## src/rtl/picorv32_uart_pkg.sv

```systemverilog
// rtl/picorv32_uart_pkg.sv - register map, status bits and serializer states for the UART console
package picorv32_uart_pkg;

   localparam logic [3:0] OFS_DATA   = 4'h0;
   localparam logic [3:0] OFS_STATUS = 4'h4;
   localparam logic [3:0] OFS_DIV    = 4'h8;
   localparam logic [3:0] OFS_CTRL   = 4'hC;

   localparam int STAT_BUSY      = 0;
   localparam int STAT_FULL      = 1;
   localparam int STAT_EMPTY     = 2;
   localparam int STAT_LEVEL_LSB = 8;

   localparam logic [15:0] MIN_DIV = 16'd2;

   typedef enum logic [1:0] {
      ST_IDLE,
      ST_START,
      ST_DATA,
      ST_STOP
   } tx_state_t;

   function automatic logic [15:0] clamp_div(input logic [15:0] d);
      return (d < MIN_DIV) ? MIN_DIV : d;
   endfunction

endpackage

```

## src/rtl/picorv32_uart_fifo.sv

```systemverilog
// rtl/picorv32_uart_fifo.sv - byte-wide synchronous TX FIFO; a full FIFO still accepts a push when popped in the same cycle
module picorv32_uart_fifo #(
   parameter int DEPTH = 16,
   localparam int AW = $clog2(DEPTH)
) (
   input  logic        clk,
   input  logic        reset,
   input  logic        push,
   input  logic [7:0]  din,
   input  logic        pop,
   output logic [7:0]  dout,
   output logic        full,
   output logic        empty,
   output logic [AW:0] level
);

   logic [7:0]    mem [DEPTH];
   logic [AW-1:0] wr_ptr;
   logic [AW-1:0] rd_ptr;
   logic          do_push;
   logic          do_pop;

   assign do_pop  = pop && !empty;
   assign do_push = push && (!full || do_pop);
   assign full    = (level == (AW+1)'(DEPTH));
   assign empty   = (level == '0);
   assign dout    = mem[rd_ptr];

   always_ff @(posedge clk or posedge reset) begin
      if (reset) begin
         wr_ptr <= '0;
         rd_ptr <= '0;
         level  <= '0;
      end else begin
         if (do_push) wr_ptr <= wr_ptr + 1'b1;
         if (do_pop)  rd_ptr <= rd_ptr + 1'b1;
         if (do_push != do_pop) level <= do_push ? level + 1'b1 : level - 1'b1;
      end
   end

   always_ff @(posedge clk) begin
      if (do_push) mem[wr_ptr] <= din;
   end

endmodule

```

## src/rtl/picorv32_uart_console.sv

```systemverilog
// rtl/picorv32_uart_console.sv - memory-mapped 8N1 UART TX console on the picorv32 mem bus
// Optional CONSOLE_IRQ_EN adds CTRL.irq_en and the irq_tx drain interrupt.
module picorv32_uart_console
   import picorv32_uart_pkg::*;
#(
   parameter logic [31:0] BASE_ADDR   = 32'h1000_0000,
   parameter int          FIFO_DEPTH  = 16,
   parameter logic [15:0] DEFAULT_DIV = 16'd868
) (
   input  logic        clk,
   input  logic        reset,
   input  logic        mem_valid,
   input  logic [31:0] mem_addr,
   input  logic [31:0] mem_wdata,
   input  logic [3:0]  mem_wstrb,
   output logic        sel_ready,
   output logic [31:0] sel_rdata,
   output logic        uart_tx
`ifdef CONSOLE_IRQ_EN
   ,
   output logic        irq_tx
`endif
);

   localparam int LW = $clog2(FIFO_DEPTH) + 1;

   logic [7:0]    fifo_dout;
   logic          fifo_full;
   logic          fifo_empty;
   logic [LW-1:0] fifo_level;
   logic          fifo_pop;
   logic          fifo_push;

   logic [15:0] div;
   logic        hit;
   logic        is_wr;
   logic [3:0]  ofs;
   logic        data_wr;
   logic        accept;
   logic [31:0] rdata_n;
   logic [15:0] div_wval;
   logic        tx_busy;
   logic        irq_en;

   tx_state_t   state, state_n;
   logic [15:0] cnt, cnt_n;
   logic [15:0] bit_div, bit_div_n;
   logic [7:0]  shreg, shreg_n;
   logic [2:0]  bit_idx, bit_n;
   logic        tx_q, tx_n;

   picorv32_uart_fifo #(.DEPTH(FIFO_DEPTH)) u_fifo (
      .clk   (clk),
      .reset (reset),
      .push  (fifo_push),
      .din   (mem_wdata[7:0]),
      .pop   (fifo_pop),
      .dout  (fifo_dout),
      .full  (fifo_full),
      .empty (fifo_empty),
      .level (fifo_level)
   );

   // A DATA write into a full FIFO is held off unless the serializer frees a slot this cycle.
   assign hit       = mem_valid && (mem_addr[31:4] == BASE_ADDR[31:4]) && !sel_ready;
   assign is_wr     = |mem_wstrb;
   assign ofs       = {mem_addr[3:2], 2'b00};
   assign data_wr   = hit && is_wr && (ofs == OFS_DATA) && mem_wstrb[0];
   assign accept    = hit && !(data_wr && fifo_full && !fifo_pop);
   assign fifo_push = accept && data_wr;
   assign tx_busy   = (state != ST_IDLE);
   assign uart_tx   = tx_q;
   assign div_wval  = {mem_wstrb[1] ? mem_wdata[15:8] : div[15:8],
                       mem_wstrb[0] ? mem_wdata[7:0]  : div[7:0]};

   always_comb begin
      rdata_n = '0;
      if (!is_wr) begin
         case (ofs)
            OFS_STATUS: begin
               rdata_n[STAT_BUSY]  = tx_busy;
               rdata_n[STAT_FULL]  = fifo_full;
               rdata_n[STAT_EMPTY] = fifo_empty;
               rdata_n[STAT_LEVEL_LSB +: 8] = 8'(fifo_level);
            end
            OFS_DIV:  rdata_n[15:0] = div;
            OFS_CTRL: rdata_n[0] = irq_en;
            default:  rdata_n = '0;
         endcase
      end
   end

   always_ff @(posedge clk or posedge reset) begin
      if (reset) begin
         sel_ready <= 1'b0;
         sel_rdata <= '0;
         div       <= DEFAULT_DIV;
      end else begin
         sel_ready <= accept;
         sel_rdata <= accept ? rdata_n : '0;
         if (accept && is_wr && (ofs == OFS_DIV) && (|mem_wstrb[1:0]))
            div <= clamp_div(div_wval);
      end
   end

`ifdef CONSOLE_IRQ_EN
   always_ff @(posedge clk or posedge reset) begin
      if (reset) begin
         irq_en <= 1'b0;
         irq_tx <= 1'b0;
      end else begin
         if (accept && (ofs == OFS_CTRL) && mem_wstrb[0]) irq_en <= mem_wdata[0];
         irq_tx <= irq_en && fifo_empty && !tx_busy;
      end
   end
`else
   assign irq_en = 1'b0;
`endif

   always_ff @(posedge clk or posedge reset) begin
      if (reset) begin
         state   <= ST_IDLE;
         cnt     <= '0;
         bit_div <= MIN_DIV;
         shreg   <= '0;
         bit_idx <= '0;
         tx_q    <= 1'b1;
      end else begin
         state   <= state_n;
         cnt     <= cnt_n;
         bit_div <= bit_div_n;
         shreg   <= shreg_n;
         bit_idx <= bit_n;
         tx_q    <= tx_n;
      end
   end

   // The last stop-bit cycle is spent in IDLE, so a waiting byte starts with no gap.
   always_comb begin
      state_n   = state;
      cnt_n     = cnt;
      bit_div_n = bit_div;
      shreg_n   = shreg;
      bit_n     = bit_idx;
      tx_n      = tx_q;
      fifo_pop  = 1'b0;
      case (state)
         ST_IDLE: begin
            if (!fifo_empty) begin
               fifo_pop  = 1'b1;
               shreg_n   = fifo_dout;
               bit_div_n = div;
               cnt_n     = div - 16'd1;
               tx_n      = 1'b0;
               state_n   = ST_START;
            end
         end
         ST_START: begin
            if (cnt == '0) begin
               cnt_n   = bit_div - 16'd1;
               bit_n   = '0;
               tx_n    = shreg[0];
               state_n = ST_DATA;
            end else begin
               cnt_n = cnt - 16'd1;
            end
         end
         ST_DATA: begin
            if (cnt == '0) begin
               cnt_n = bit_div - 16'd1;
               if (bit_idx == 3'd7) begin
                  tx_n    = 1'b1;
                  state_n = ST_STOP;
               end else begin
                  shreg_n = shreg >> 1;
                  tx_n    = shreg[1];
                  bit_n   = bit_idx + 3'd1;
               end
            end else begin
               cnt_n = cnt - 16'd1;
            end
         end
         ST_STOP: begin
            if (cnt == 16'd1) state_n = ST_IDLE;
            else              cnt_n   = cnt - 16'd1;
         end
         default: state_n = ST_IDLE;
      endcase
   end

endmodule
```

## config.mk

```make
export PLATFORM = sky130hd
export DESIGN_NAME = picorv32_uart_console
export DESIGN_NICKNAME = d
export VERILOG_FILES = /design/src/rtl/picorv32_uart_pkg.sv /design/src/rtl/picorv32_uart_fifo.sv /design/src/rtl/picorv32_uart_console.sv
export SDC_FILE = /design/constraint.sdc
export NUM_CORES = 1
export LEC_CHECK = 0
export ABC_AREA = 0
export BUFFER_PORTS_ARGS = -buffer_cell sky130_fd_sc_hd__clkbuf_2
export CORE_UTILIZATION = 30
export CTS_CLUSTER_SIZE = 14
export DETAILED_ROUTE_END_ITERATION = 12
export SLEW_MARGIN = 20
export SYNTH_ARGS = -nofsm -noshare
export SYNTH_HDL_FRONTEND = slang
export SYNTH_SLANG_ARGS = --single-unit
```

## constraint.sdc

```tcl
create_clock -name clk -period 4.2 [get_ports clk]
set_clock_uncertainty 0.15 [all_clocks]
set_input_delay 0.84 -clock clk [delete_from_list [all_inputs] [get_ports clk]]
set_output_delay 0.84 -clock clk [all_outputs]
set_load 0.05 [all_outputs]
```

==> results of run 1 <==
## state kept, by name, indices dropped and copies added, names as in the netlist
signal and cells:
u_fifo.level 5, sel_rdata 16, bit_div 16, cnt 16
uart_tx 1, u_fifo.mem 128, u_fifo.wr_ptr 4, bit_idx 3
sel_ready 1, u_fifo.rd_ptr 4, state 2, shreg 8
div 16
## cell usage after synthesis, drive strengths merged (7+ instances only)
library cell,instances,area share
a22oi,19,0.014
nand3,14,0.0068
a22o,7,0.0059
mux2,35,0.038
inv,31,0.011
ha,22,0.027
nor2b,7,0.0042
o21ai,24,0.012
edfxtp,128,0.37
dfstp,7,0.018
o22ai,8,0.0048
a21oi,39,0.021
dfrtp,85,0.21
or4,12,0.0090
xnor2,16,0.014
nor2,53,0.019
and2,17,0.010
o31ai,7,0.0051
buf,30,0.018
nand2,31,0.011
xor2,18,0.015
clkbuf,27,0.0098
nor4,28,0.018
nor3,19,0.0096
mux4,33,0.072
## cell usage in the layout (no fill, tap or decap), drive strengths merged, types with 7 or more instances in the layout
cell type / instances
a21oi: 39
a22o: 7
a22oi: 19
and2: 17
buf: 15
clkbuf: 100
clkinv: 10
conb: 16
dfrtp: 85
dfstp: 7
edfxtp: 128
ha: 22
inv: 32
mux2: 35
mux4: 33
nand2: 31
nand3: 14
nor2: 53
nor2b: 7
nor3: 19
nor4: 28
o21ai: 24
o22ai: 8
o31ai: 7
or4: 12
xnor2: 16
xor2: 18
## cells by family (layout without fill, tap and decap cells)
family / Yosys count / count (layout) / synth area share
compound gates: 138 / 138 / 0.0895
xor+xnor: 34 / 34 / 0.0287
fa+ha+maj: 23 / 23 / 0.0285
buf+inv: 88 / 160 / 0.0393
flops: 220 / 220 / 0.593
mux: 73 / 73 / 0.114
other cells: 1 / 16 / 0.000361
simple gates: 206 / 206 / 0.106
## critical path, cell delays in order (launching register included)
cell,delay (ns)
dfrtp_1,0.46
or4_1,0.67
o21ai_1,0.75
inv_2,0.28
fa_1,0.48
nor2b_1,0.12
o21ai_0,0.08
nand2b_1,0.14
nand3_1,0.08
o311ai_0,0.13
nand3_1,0.10
## path summary, 6_finish.rpt
kind,slack (ns),to,cells past startpoint
setup / recovery,0.62,u_fifo.level[4],10
hold / removal,0.29,cnt[8],2
hold reg to reg,0.36,cnt[7],2
max in group asynchronous,2.89,bit_div[9],3
setup reg to reg,0.62,u_fifo.level[4],10
min in group clk,0.36,cnt[7],2
## per-layer routing
layer,share of wire,global-route usage
met1,0.45,0.182
met2,0.48,0.220
met3,0.044,0.0159
met4,0.031,0.0472
met5,0,0
## report_power, final
group	switching [uW]	internal [uW]
combinational	104	31.0
sequential	3.63	2300
clock	834	1260
## layout make-up
cell class,count,area [um2],area share
Timing Repair Buffer,85,463,0.0387
Tap cell,448,561,0.0468
Multi-Input combinational cell,490,3870,0.323
Sequential cell,220,6160,0.514
Clock inverter,14,120,0.0100
Inverter,31,121,0.0101
Clock buffer,30,674,0.0564
## stage by stage
stage / setup WS, ns / area (um2)
2_1_floorplan: 0.830 / 10400
3_3_place_gp: 0.504 / 11200
6_report: 0.621 / 12000
4_1_cts: 0.570 / 12000
5_1_grt: 0.394 / 12000
3_5_place_dp: 0.464 / 11200
==> impl_metrics.py, run 1 <==
metrics = {
    "die": {
        "die_h_um": 188,
        "die_area_um2": 35300,
        "pin_count": 105,
        "die_x_um": 188,
        "num_rows": 67,
        "initial_core_util": 0.307,
        "core_area_um2": 33800,
    },
    "run_status": {
        "status": "complete, no violations",
    },
    "critical_path": {
        "rr_startpoint": "u_fifo.level[0]",
        "worstSetupEndpointType": "register",
        "startpoint_type": "register",
        "cp_max_fo": 10,
        "startpoint": "u_fifo.level[0]",
        "worstSetupPathType": "register to register",
        "crit_arrival_ns": 3.81,
        "worstPathRequired_ns": 4.43,
    },
    "timing": {
        "tightestPinTransition_ns": 0.877,
        "finalSetupTns_ns": 0,
        "whs_ns": 0.295,
        "finalHoldViolations": 0,
        "rsz0062_at_grt": "false",
        "maxSlewViolCount": 0,
        "fin_crit_ns": 3.58,
        "setup_viol": 0,
        "post-route-period-util": 0.852,
        "fmax_mhz": 279,
        "maxSlewHeadroom": 0.412,
    },
    "layout": {
        "insertedDiodeCount": 0,
        "fin_util": 0.354,
        "nNetsFinal": 946,
        "stdcell_count": 1318,
        "drive_gt1_frac": 0.246,
        "areaGrowthSynthToFinish_pct": 15.4,
        "fill_cells": 3268,
    },
    "detailed_routing": {
        "initialDrtViolationCount": 421,
        "drc": 0,
        "vias_per_cell": 5.05,
        "ant_nets": 0,
        "dr.pass1.iters": 4,
        "wl_um": 23500,
        "vias": 6656,
        "drt-wirelength-per-cell_um": 17.8,
    },
    "logic_synthesis": {
        "yosysUniqueCellTypes": 72,
        "synth_async_sr_flop_share": 0.418,
        "synth_edf_count": 128,
        "mappedNetlistArea_um2": 10400,
        "yosysSeqAreaShare": 0.593,
        "synthCells": 783,
        "synthFlopType": "edfxtp_1",
        "synth.avg_cell_area_um2": 13.2,
        "ys.warnings.count": 0,
        "yosys_register_bits": 220,
    },
    "cts": {
        "cts_tree": "built",
        "cts_buffers": 24,
        "cts.sinks": 220,
        "cts_resized": 0,
        "htreeDepth": 1,
        "post_cts_hold_buffer_count": 0,
        "clockBufferDepth": 3,
        "cts_setup_buffers": 0,
        "clk_pin_slew_ns": 0.06,
        "clockRootBuffer": "clkbuf_16",
        "clk_latency_ns": 0.51,
    },
    "place": {
        "placed_cells": 1274,
        "place_hpwl_um": 15900,
        "io_buffers": 70,
        "place_congestion": 0.802,
    },
    "global_route": {
        "grt_pass1_vias": 6578,
        "grt_max_degree": 76,
        "grt-ovfl-total": 0,
        "track_usage": 0.134,
        "grt_first_pass_wirelength_um": 37300,
        "antenna_found_initial": 0,
    },
    "hold_path": {
        "hp-class": "input pin to async pin",
    },
    "power_and_ir_drop": {
        "p_leak_uw": 0.00457,
        "ir_worst_vdd_mv": 0.339,
        "p_per_area_nw_per_um2": 379,
        "p_total_uw": 4530,
    },
    "job": {
        "drv_cap": 0,
    },
}
No activity file was read; power rests on OpenSTA's default activity.
==> inputs of run 2 (changes only) <==
--- a/config.mk
+++ b/config.mk
@@ -10,2 +10,3 @@
 export CORE_UTILIZATION = 30
+export CTS_BUF_LIST = sky130_fd_sc_hd__clkbuf_4 sky130_fd_sc_hd__clkbuf_8
 export CTS_CLUSTER_SIZE = 14
--- a/constraint.sdc
+++ b/constraint.sdc
@@ -4,2 +4,2 @@
 set_output_delay 0.84 -clock clk [all_outputs]
-set_load 0.05 [all_outputs]
+set_load 0.02 [all_outputs]
==> run 2 against run 1 <==
  * Routed wire length grew 0.89%
  * Fmax decreased by 0.18%
  * Clock power increased by 6%
  * Sequential power barely moved
  * Critical endpoint unchanged
  * Largest cell class unchanged
  * Largest power group unchanged
==> impl_metrics.py, run 2 (synthesized netlist as in run 1, its figures left out) <==
metrics = {
    "timing": {
        "setup_viol": 0,
        "maxSlewViolCount": 0,
        "fmax_mhz": 279,
        "tightestPinTransition_ns": 0.875,
        "rsz0062_at_grt": "false",
        "finalSetupTns_ns": 0,
        "finalHoldViolations": 0,
        "maxSlewHeadroom": 0.413,
        "fin_crit_ns": 3.59,
        "post-route-period-util": 0.854,
    },
    "cts": {
        "htreeDepth": 2,
        "cts_buffers": 39,
        "clk_latency_ns": 0.55,
        "post_cts_hold_buffer_count": 0,
        "clk_pin_slew_ns": 0.06,
        "clockRootBuffer": "clkbuf_8",
        "cts.sinks": 220,
        "cts_tree": "built",
        "cts_setup_buffers": 0,
        "cts_resized": 0,
        "clockBufferDepth": 3,
    },
    "critical_path": {
        "worstSetupPathType": "register to register",
        "worstSetupEndpointType": "register",
        "startpoint_type": "register",
        "rr_worst_depth": 10,
        "rrSetupSlack_ns": 0.61,
        "worstPathRequired_ns": 4.46,
        "rr_startpoint": "u_fifo.level[0]",
        "cp_max_fo": 10,
        "crit_arrival_ns": 3.84,
        "r2r-end": "u_fifo.level[4]",
    },
    "place": {
        "place_hpwl_um": 15900,
        "io_buffers": 70,
        "placed_cells": 1274,
        "place_congestion": 0.802,
    },
    "global_route": {
        "antenna_found_initial": 0,
        "grt-ovfl-total": 0,
        "grt_first_pass_wirelength_um": 37900,
        "grt_pass1_vias": 6738,
        "track_usage": 0.136,
        "grt_max_degree": 76,
    },
    "layout": {
        "final_cell_mix": "128 x edfxtp_1, 83 x dfrtp_1, 70 x clkbuf_2, 52 x nor2_1, 42 x clkbuf_8",
        "final_common_cell": "edfxtp_1",
        "stdcell_count": 1344,
        "area.sequential_um2": 6160,
        "areaGrowthSynthToFinish_pct": 16.2,
        "insertedDiodeCount": 0,
        "multi_input_area_um2": 3870,
        "nNetsFinal": 961,
        "largest_reg_flops": 128,
        "drive_gt1_frac": 0.272,
        "top_register": "u_fifo.mem",
        "fill_cells": 3266,
    },
    "power_and_ir_drop": {
        "p_int_uw": 3650,
        "p_per_area_nw_per_um2": 385,
        "swShare": 0.212,
        "p_sw_uw": 982,
        "seq_power_share": 0.498,
        "power_frac_clock": 0.479,
        "ir_worst_vdd_mv": 0.254,
        "p_leak_uw": 0.00465,
        "pwr-share-comb": 0.024,
    },
    "job": {
        "drv_cap": 0,
    },
    "die": {
        "die_x_um": 188,
        "pin_count": 105,
        "num_rows": 67,
        "die_area_um2": 35300,
        "core_area_um2": 33800,
        "die_h_um": 188,
        "initial_core_util": 0.307,
    },
    "detailed_routing": {
        "wl_met2_um": 11300,
        "vias_per_cell": 5.04,
        "wl_um": 23700,
        "drc": 0,
        "wl_met3_um": 1260,
        "dr.pass1.iters": 6,
        "highest-signal-layer": "met4",
        "wl_met1_um": 10400,
        "drt-wirelength-per-cell_um": 17.6,
        "initialDrtViolationCount": 451,
        "vias": 6774,
        "ant_nets": 0,
    },
    "hold_path": {
        "hp-class": "input pin to async pin",
    },
    "run_status": {
        "status": "complete, no violations",
    },
}
run 2: critical path, stage by stage, from the launching register on:
cell and delay [ns]:
dfrtp_1 0.46, or4_1 0.66, o21ai_1 0.75, inv_2 0.29
fa_1 0.48, nor2b_1 0.12, o21ai_0 0.08, nand2b_1 0.14
nand3_1 0.09, o311ai_0 0.13, nand3_1 0.10
run 2: metrics by stage:
step                instance area [um2]  power, uW  worst slack [ns]  hold WS (ns)  utilization
floorplan                         10400       2410             0.830         0.313            -
global placement                  11200       2460             0.504         0.335        0.331
detailed placement                11200       2460             0.464         0.339        0.331
CTS                               12000       4690             0.583         0.355        0.357
global route                      12000       4810             0.384         0.335        0.357
finish                            12000       4630             0.615         0.263        0.357
run 2: cell type report:
cell class | instances | area share
Tap cell | 448 | 0.0465
Multi-Input combinational cell | 490 | 0.321
Clock buffer | 57 | 0.0573
Sequential cell | 220 | 0.511
Clock inverter | 13 | 0.0154
Inverter | 31 | 0.0101
Timing Repair Buffer | 85 | 0.0384
run 2: worst max path at each step:
stage                          startpoint               to  slack (ns)  cells after the start
after floorplan                     reset       bit_div[0]        0.83                      1
after global routing      u_fifo.level[0]  u_fifo.level[4]        0.38                     10
final                     u_fifo.level[0]  u_fifo.level[4]        0.61                     10
after global placement       mem_addr[11]  u_fifo.level[4]        0.50                     13
after CTS                 u_fifo.level[0]  u_fifo.level[4]        0.58                     10
after detailed placement     mem_addr[11]  u_fifo.level[4]        0.46                     13
run 2: power groups by stage:
stage	clock network (uW)	logic, uW	registers, uW
3_3_place_gp	0	111	2350
6_report	2220	111	2310
2_1_floorplan	0	56.6	2350
5_1_grt	2380	124	2300
4_1_cts	2270	114	2310
3_5_place_dp	0	114	2350
run 2: routing by layer:
metal / up-vias / global-route usage
met5: - / 0
met4: 0 / 0.0557
met3: 43 / 0.0251
met2: 226 / 0.217
met1: 3391 / 0.183
li1: 3114 / -
==> inputs of run 3 (changes only) <==
- CORE_UTILIZATION: 30 -> 60
- PLACE_DENSITY: not set -> 0.81
==> run 3 against run 2 <==
  * Sequential share of layout area rose by 2.0 points
  * Sequential cell count did not move
  * Worst setup slack improved by 0.034 ns
  * Global-route usage rose by 14 points
  * Utilization rose by 34 points
  * Register-to-register slack improved by 0.03 ns
  * Hold slack improved by 0.038 ns
  * Combinational power barely moved
  * First-iteration DRC count rose by 45%
  * Largest cell class unchanged
==> impl_metrics.py, run 3 (synthesized netlist as in run 1, its figures left out) <==
metrics = {
    "timing": {
        "finalSetupTns_ns": 0,
        "maxSlewViolCount": 0,
        "rsz0062_at_grt": "false",
        "finalHoldViolations": 0,
        "post-route-period-util": 0.846,
        "tightestPinTransition_ns": 1.13,
        "fin_crit_ns": 3.55,
        "setup_viol": 0,
        "maxSlewHeadroom": 0.246,
        "whs_ns": 0.301,
        "fmax_mhz": 282,
    },
    "detailed_routing": {
        "ant_nets": 0,
        "wl_um": 23400,
        "dr.pass1.iters": 5,
        "vias_per_cell": 6.29,
        "drc": 0,
        "initialDrtViolationCount": 655,
        "vias": 6961,
        "drt-wirelength-per-cell_um": 21.2,
    },
    "critical_path": {
        "critical-path-max-stage-delay_ns": 0.73,
        "cp_max_fo": 10,
        "r2r-end": "u_fifo.level[4]",
        "cp.depth": 10,
        "cp_top_family": "simple AND/OR/NAND/NOR gates",
        "worstPathRequired_ns": 4.44,
        "worstSetupPathType": "register to register",
        "cp_common_cell": "nand3_1",
        "worstPathBufferInverterCount": 1,
        "rrSetupSlack_ns": 0.65,
        "path_cells": "or4_1, o21ai_1, inv_2, fa_1, nor2b_1, o21ai_0, nand2b_1, nand3_1, o311ai_0, nand3_1",
        "startpoint_type": "register",
        "worstSetupEndpointType": "register",
        "rr_startpoint": "u_fifo.level[0]",
        "rr_worst_depth": 10,
        "crit_arrival_ns": 3.79,
        "slowest_stage": "o21ai_1",
    },
    "layout": {
        "areaGrowthSynthToFinish_pct": 11.9,
        "insertedDiodeCount": 0,
        "largest_reg_flops": 128,
        "top_register": "u_fifo.mem",
        "final_cell_mix": "128 x edfxtp_1, 84 x dfrtp_1, 70 x clkbuf_2, 52 x nor2_1",
        "final_common_cell": "edfxtp_1",
        "drive_gt1_frac": 0.260,
        "nNetsFinal": 957,
        "stdcell_count": 1106,
    },
    "cts": {
        "clockBufferDepth": 3,
        "post_cts_hold_buffer_count": 0,
        "htreeDepth": 2,
        "cts.sinks": 220,
        "cts_setup_buffers": 0,
        "clockRootBuffer": "clkbuf_8",
        "cts_tree": "built",
        "clk_pin_slew_ns": 0.06,
        "cts_resized": 0,
        "clk_latency_ns": 0.53,
        "cts_buffers": 36,
    },
    "die": {
        "pin_count": 105,
        "die_x_um": 133,
        "die_h_um": 133,
        "core_area_um2": 16800,
        "die_area_um2": 17800,
        "initial_core_util": 0.619,
        "num_rows": 47,
    },
    "global_route": {
        "antenna_found_initial": 0,
        "track_usage": 0.273,
        "grt_max_degree": 58,
        "grt-ovfl-total": 0,
        "grt_first_pass_wirelength_um": 37200,
        "grt_pass1_vias": 6940,
    },
    "place": {
        "io_buffers": 70,
        "placed_cells": 1045,
        "place_congestion": 0.850,
        "place_hpwl_um": 16100,
    },
    "run_status": {
        "status": "complete, no violations",
    },
    "power_and_ir_drop": {
        "p_per_area_nw_per_um2": 369,
        "ir_worst_vdd_mv": 0.398,
        "p_leak_uw": 0.00456,
    },
    "hold_path": {
        "hp-class": "input pin to async pin",
    },
    "job": {
        "drv_cap": 0,
    },
}
==> run 3: cell count changes in the layout (fill, tap and decap cells not counted), sizes merged <==
cell / delta
buf: -1
clkbuf: -11
bufinv: -2
clkinv: +6
inv: -2
==> run 3: power breakdown <==
| part | switching [uW] | internal, uW | total, uW | leakage, uW |
|---|---|---|---|---|
| clock network | 845 | 1020 | 1870 | 0.000376 |
| registers | 4.44 | 2300 | 2310 | 0.00228 |
| logic | 79.0 | 32.3 | 111 | 0.00191 |
| total | 929 | 3360 | 4290 | 0.00456 |
==> run 3: per-stage QoR <==
| step | setup WS, ns | util | cell area [um2] | power, uW |
|---|---|---|---|---|
| floorplan | 0.830 | - | 10400 | 2410 |
| global placement | 0.665 | 0.650 | 10900 | 2450 |
| detailed placement | 0.458 | 0.650 | 10900 | 2460 |
| CTS | 0.643 | 0.692 | 11600 | 4310 |
| global route | 0.421 | 0.692 | 11600 | 4410 |
| finish | 0.648 | 0.692 | 11600 | 4290 |
==> run 3: cell type report <==
type,instances,area (um2)
clock buffers,46,571
clock inverters,15,144
fillers,1088,5160
inverters,31,119
multi-input cells,490,3870
flip-flops and latches,220,6160
well taps,220,275
repair buffers,84,468
==> run 3: worst max path at each step <==
stage / slack, ns / endpoint / start
after floorplan: 0.83 / bit_div[0] / reset
after global placement: 0.67 / u_fifo.level[4] / mem_addr[27]
after detailed placement: 0.46 / u_fifo.level[4] / mem_addr[20]
after CTS: 0.64 / u_fifo.level[4] / u_fifo.level[0]
after global routing: 0.42 / u_fifo.level[4] / u_fifo.level[0]
final: 0.65 / u_fifo.level[4] / u_fifo.level[0]
==> run 3: routing by layer <==
metal  routed length (um)  track usage  part of all wire
met1                 9180        0.368              0.39
met2                11800        0.448              0.50
met3                 1880       0.0502             0.080
met4                  592       0.0966             0.025
met5                    0            0                 0
==> run 3: worst reg2reg max path: cells and delay by family, from the launching register on <==
kind / cells / cell delay [ns]
AND/OR/NAND/NOR: 5 / 1.14
AO/OA/AOI/OAI: 3 / 0.95
adder cells (fa/ha/maj): 1 / 0.47
flip-flops: 1 / 0.45
buffers and inverters: 1 / 0.25
